File: src/rtl/hazard_ctrl.sv
// Interlock, redirect-flush sequencing and registered EX forwarding selects
// for a 5-stage RV32I pipeline. Optional perf counters: HAZARD_PERF_CNT_EN.
module hazard_ctrl #(
  parameter int REG_AW       = 5,
  parameter int FLUSH_CYCLES = 2
) (
  input  logic              i_clk,
  input  logic              i_rst_n,
  input  logic              i_id_valid,
  input  logic [REG_AW-1:0] i_id_rs1,
  input  logic [REG_AW-1:0] i_id_rs2,
  input  logic              i_id_use_rs1,
  input  logic              i_id_use_rs2,
  input  logic [REG_AW-1:0] i_id_rd,
  input  logic              i_id_regwrite,
  input  logic              i_id_memtoreg,
  input  logic              i_ex_redirect,
  output logic              o_stall,
  output logic              o_bubble_ex,
  output logic              o_flush,
  output logic [1:0]        o_fwd_a,
  output logic [1:0]        o_fwd_b,
  output logic [31:0]       o_stall_cnt,
  output logic [31:0]       o_flush_cnt
);

  typedef enum logic [1:0] {RUN = 2'd0, LDSTALL = 2'd1, FLUSH = 2'd2} state_t;

  state_t            state;
  logic [2:0]        flush_left;

  logic              ex_valid, ex_regwrite, ex_load;
  logic [REG_AW-1:0] ex_rd;
  logic              mem_valid, mem_regwrite;
  logic [REG_AW-1:0] mem_rd;
  logic              wb_valid, wb_regwrite;
  logic [REG_AW-1:0] wb_rd;

  logic ex_hit_a, mem_hit_a, wb_hit_a;
  logic ex_hit_b, mem_hit_b, wb_hit_b;
  logic load_use, issue;

  function automatic logic slot_match(input logic valid, input logic regwrite,
                                      input logic [REG_AW-1:0] rd,
                                      input logic [REG_AW-1:0] rs,
                                      input logic use_rs);
    return valid & regwrite & (rd != '0) & (rd == rs) & use_rs;
  endfunction

  function automatic logic [1:0] fwd_sel(input logic ex_hit, input logic mem_hit,
                                         input logic wb_hit);
    if (ex_hit)       return 2'b01;
    else if (mem_hit) return 2'b10;
    else if (wb_hit)  return 2'b11;
    else              return 2'b00;
  endfunction

  assign ex_hit_a  = slot_match(ex_valid,  ex_regwrite,  ex_rd,  i_id_rs1, i_id_use_rs1);
  assign mem_hit_a = slot_match(mem_valid, mem_regwrite, mem_rd, i_id_rs1, i_id_use_rs1);
  assign wb_hit_a  = slot_match(wb_valid,  wb_regwrite,  wb_rd,  i_id_rs1, i_id_use_rs1);
  assign ex_hit_b  = slot_match(ex_valid,  ex_regwrite,  ex_rd,  i_id_rs2, i_id_use_rs2);
  assign mem_hit_b = slot_match(mem_valid, mem_regwrite, mem_rd, i_id_rs2, i_id_use_rs2);
  assign wb_hit_b  = slot_match(wb_valid,  wb_regwrite,  wb_rd,  i_id_rs2, i_id_use_rs2);

  assign load_use    = i_id_valid & ex_load & (ex_hit_a | ex_hit_b);
  assign o_flush     = i_ex_redirect | (state == FLUSH);
  assign o_stall     = load_use & ~o_flush;
  assign o_bubble_ex = o_stall | o_flush;
  assign issue       = i_id_valid & ~o_stall & ~o_flush;

  // Tracking slots; the load flag only matters while the producer sits in EX.
  always_ff @(posedge i_clk or negedge i_rst_n) begin
    if (!i_rst_n) begin
      ex_valid     <= 1'b0;
      ex_regwrite  <= 1'b0;
      ex_load      <= 1'b0;
      ex_rd        <= '0;
      mem_valid    <= 1'b0;
      mem_regwrite <= 1'b0;
      mem_rd       <= '0;
      wb_valid     <= 1'b0;
      wb_regwrite  <= 1'b0;
      wb_rd        <= '0;
      o_fwd_a      <= 2'b00;
      o_fwd_b      <= 2'b00;
    end else begin
      wb_valid     <= mem_valid;
      wb_regwrite  <= mem_regwrite;
      wb_rd        <= mem_rd;
      mem_valid    <= ex_valid;
      mem_regwrite <= ex_regwrite;
      mem_rd       <= ex_rd;
      ex_valid     <= issue;
      ex_regwrite  <= issue & i_id_regwrite;
      ex_load      <= issue & i_id_memtoreg;
      ex_rd        <= i_id_rd;
      o_fwd_a      <= issue ? fwd_sel(ex_hit_a, mem_hit_a, wb_hit_a) : 2'b00;
      o_fwd_b      <= issue ? fwd_sel(ex_hit_b, mem_hit_b, wb_hit_b) : 2'b00;
    end
  end

  // Redirect beats a load-use stall; a redirect during FLUSH does not reload.
  always_ff @(posedge i_clk or negedge i_rst_n) begin
    if (!i_rst_n) begin
      state      <= RUN;
      flush_left <= 3'd0;
    end else begin
      case (state)
        RUN: begin
          if (i_ex_redirect) begin
            if (FLUSH_CYCLES > 1) begin
              state      <= FLUSH;
              flush_left <= 3'(FLUSH_CYCLES - 1);
            end
          end else if (load_use) begin
            state <= LDSTALL;
          end
        end
        LDSTALL: state <= RUN;
        FLUSH: begin
          if (flush_left <= 3'd1) begin
            state      <= RUN;
            flush_left <= 3'd0;
          end else begin
            flush_left <= flush_left - 3'd1;
          end
        end
        default: state <= RUN;
      endcase
    end
  end

`ifdef HAZARD_PERF_CNT_EN
  logic [31:0] stall_cnt, flush_cnt;

  always_ff @(posedge i_clk or negedge i_rst_n) begin
    if (!i_rst_n) begin
      stall_cnt <= 32'd0;
      flush_cnt <= 32'd0;
    end else begin
      if (o_stall) stall_cnt <= stall_cnt + 32'd1;
      if (o_flush) flush_cnt <= flush_cnt + 32'd1;
    end
  end

  assign o_stall_cnt = stall_cnt;
  assign o_flush_cnt = flush_cnt;
`else
  assign o_stall_cnt = 32'd0;
  assign o_flush_cnt = 32'd0;
`endif

endmodule

File: config.mk
export PLATFORM = sky130hd
export DESIGN_NAME = hazard_ctrl
export DESIGN_NICKNAME = d
export VERILOG_FILES = /design/src/rtl/hazard_ctrl.sv
export SDC_FILE = /design/constraint.sdc
export NUM_CORES = 1
export LEC_CHECK = 0
export ABC_CLOCK_PERIOD_IN_PS = 3080
export CORE_UTILIZATION = 44
export DETAILED_ROUTE_END_ITERATION = 10
export PLACE_DENSITY_LB_ADDON = 0.15
export SKIP_CTS_REPAIR_TIMING = 1
export SYNTH_ARGS = -nofsm -noshare
export SYNTH_HDL_FRONTEND = slang
export SYNTH_SLANG_ARGS = --single-unit
File: constraint.sdc
create_clock -name i_clk -period 3.08 [get_ports i_clk]
set_input_delay 0.616 -clock i_clk [delete_from_list [all_inputs] [get_ports i_clk]]
set_output_delay 0.616 -clock i_clk [all_outputs]
set_load 0.02 [all_outputs]
==> metrics.txt <==
final cell utilization of the core 54.8%; Initial Utilization 47.2%; clk_skew 0.00456 ns; outcome finished clean; Reg2Reg Setup Slack ~1.3 ns; H-tree depth 2; Core ar. just over 4000 µm²; Cell Int Power 727 µW; Seq pwr share 44.2%; RSZ-0062 raised after global routing false; DIE AREA around 4700 µm²; HP Start mem_regwrite; fillers 369; layout cell share with drive strength beyond 1 13.3%; post-DR wirelength/cell 10.8 µm; vias per inst around 4.2; setup ws final around 0.23 ns; FF-to-FF Start ex_rd[1]; hold path cells 0; clock-pin slew on the worst setup and hold paths 0.06 ns; via count ~1.2k; Clock Tree Root clkbuf_8; Final TNS setup 0 ns; Synth Register Bits 31; clk buf depth 2; vias in the first global route 999; 1st-pass router iterations 4; grt total ovfl 0; Cell Area, Synth 1940 µm²; routed wire length between 3000 and 4000 µm; nets approximately 260; Max Freq 0.351 GHz; Worst Hold End wb_regwrite; crit-path max cell delay 0.53 ns; R2R depth 6; sw frac 33.9%; ANT nets after route 0; Final min period 2.85 ns; clock network fraction of total power 27.5%; die height 68.4 µm; DP Wirelength 2510 µm; CTS tree yes; initial antenna violation count 0; syn_area_per_cell about 10 µm²; Iter 0 DRT Violations 28; worst setup slack after placement -0.188 ns; combinational power share 28.3%; Final GP Congestion 0.819; Worst R2R End o_fwd_b[0]; first-pass GRT wire length roughly 4700 µm; CTS Sinks 31; Hold Vio Cnt, Final 0; pin count of the biggest net entering global routing 32; crit-path cells clkdlybuf4s50_1 > xnor2_1 > nand4_1 > nor3_4 > o21ai_4 > o21ai_0 > dlymetal6s2s_1; worst path arrival time roughly 2.2 ns; Distinct cells, synth 28; Setup CP Type input pin to output pin; Crit path required time 2.46 ns; Num CTS Buffers 5; critical path fanouts, max 4; Total Power 1100 µW; sequential element share of the synthesized area around two fifths; Slew Viols, Final 0; clock insertion delay at the later pin of the skew report 0.29 ns; synth warn 0; Hold WC Path Type flip-flop to flip-flop; hold_ws 0.380 ns; endpoint type of the worst setup path output pin; Post-route DRC 0; Slowest cell on crit path clkdlybuf4s50_1; leakage 0.00102 µW; Mapped Cells 190; diodes inserted 0; CP delay by family, top buffers and inverters; period utilization between 90 and 100%; gr usage total 15.1%; final setup vio count 0; Power Dens Cells between 400 and 500 nW/µm²; maximum vdd drop 224 µV; Port Buf Inserts 29; # IOs 94; Setup crit start kind input pin; P_sw 372 µW; Rows 23; CP bufs+invs 2; Die X about 68 µm; max_cap viols 0; area grow syn2layout 16.2%
==> kinds of logic (layout without fill, tap and decap cells) <==
family / count (synthesis) / after routing / synth area share, %
buffers and inverters: 68 / 55 / 25.5
AND/OR/NAND/NOR: 42 / 42 / 13.3
flip-flops: 31 / 31 / 39.9
XOR/XNOR: 30 / 30 / 13.5
AO/OA/AOI/OAI: 16 / 16 / 6.25
adder cells (fa/ha/maj): 2 / 2 / 1.29
other: 1 / 64 / 0.193
==> worst register-to-register path, stage by stage (launching register included) <==
cell and delay [ns]:
dfrtp_1 0.43, or4_4 0.56, nor2_4 0.15, nor3_4 0.07, o21ai_4 0.18, buf_4 0.16
nor3b_1 0.19
==> synth_stat cells <==
cell type	number	area share, %
nor2_1	4	0.77
a2111oi_2	2	1.5
o211ai_1	2	0.77
nor2b_1	4	1.3
a21oi_1	3	0.77
or3_1	2	0.64
and3_2	2	0.77
nor3_2	2	1.0
nor4b_1	1	0.45
or4_4	1	0.58
o21bai_1	1	0.39
and2_2	1	0.39
o21ai_4	1	0.84
xnor2_1	30	14
nand2b_1	1	0.32
inv_1	4	0.77
o21ai_0	6	1.5
buf_4	64	25
a22oi_1	1	0.39
nor3_1	3	0.77
nand2_1	8	1.5
conb_1	1	0.19
or4_1	2	0.77
nor2_4	1	0.58
dfrtp_1	31	40
nor3b_1	2	0.77
nand4_1	8	2.6
ha_1	2	1.3
==> stage by stage <==
step	cells	cell area, µm²
6_report	290	2260
5_1_grt	290	2260
4_1_cts	290	2240
3_5_place_dp	282	2160
3_3_place_gp	282	2160
2_1_floorplan	253	2180
==> flip-flops by register name, summed over array words and instances (netlist names) <==
register / count
ex_rd: 5
ex_valid: 1
mem_regwrite: 1
o_fwd_b: 2
wb_rd: 5
flush_left: 3
state: 2
wb_regwrite: 1
o_fwd_a: 2
wb_valid: 1
ex_regwrite: 1
mem_valid: 1
mem_rd: 5
ex_load: 1
==> power groups by stage <==
stage	clock network, µW	registers, µW	logic [µW]
after floorplan	0	485	276
after global placement	0	492	309
final	302	485	311
after detailed placement	0	493	310
after global routing	334	491	349
after CTS	313	486	312
==> worst max path at each step <==
stage          slack, ns           to        start  cells past startpoint
2_1_floorplan       0.61  o_bubble_ex  i_id_rs1[2]                      5
3_3_place_gp       -0.18  o_bubble_ex  i_id_rs1[0]                      7
3_5_place_dp       -0.19  o_bubble_ex  i_id_rs1[0]                      7
4_1_cts            -0.20  o_bubble_ex  i_id_rs1[0]                      7
5_1_grt              0.1  o_bubble_ex  i_id_rs2[0]                      7
6_report            0.23  o_bubble_ex  i_id_rs1[0]                      7
==> metal layers <==
layer	wire, µm	global-route usage (%)	part of all wire [%]	vias to the layer above
met5	0	0	0	-
li1	-	-	-	596
met1	1410	19.9	45	541
met4	86	10.2	2.7	0
met3	250	4.00	8.0	6
met2	1390	21.3	44	75
==> cell type report <==
cell class	instances	area (µm²)	share of cell area [%]
clock inverters	3	15.0	0.665
well taps	50	62.6	2.77
repair buffers	43	400	17.7
multi-input cells	154	920	40.7
inverters	4	15.0	0.665
flip-flops and latches	31	776	34.4
clock buffers	5	68.8	3.05
==> cells in the final DEF (no fill, tap or decap), types with 5 or more instances in the layout <==
cell type / instances
clkbuf_8: 5
xnor2_1: 30
clkdlybuf4s50_1: 27
conb_1: 64
o21ai_0: 6
nand4_1: 8
nand2_1: 8
buf_4: 14
dfrtp_1: 31
Note: power is estimated with default switching activity, not from simulation.
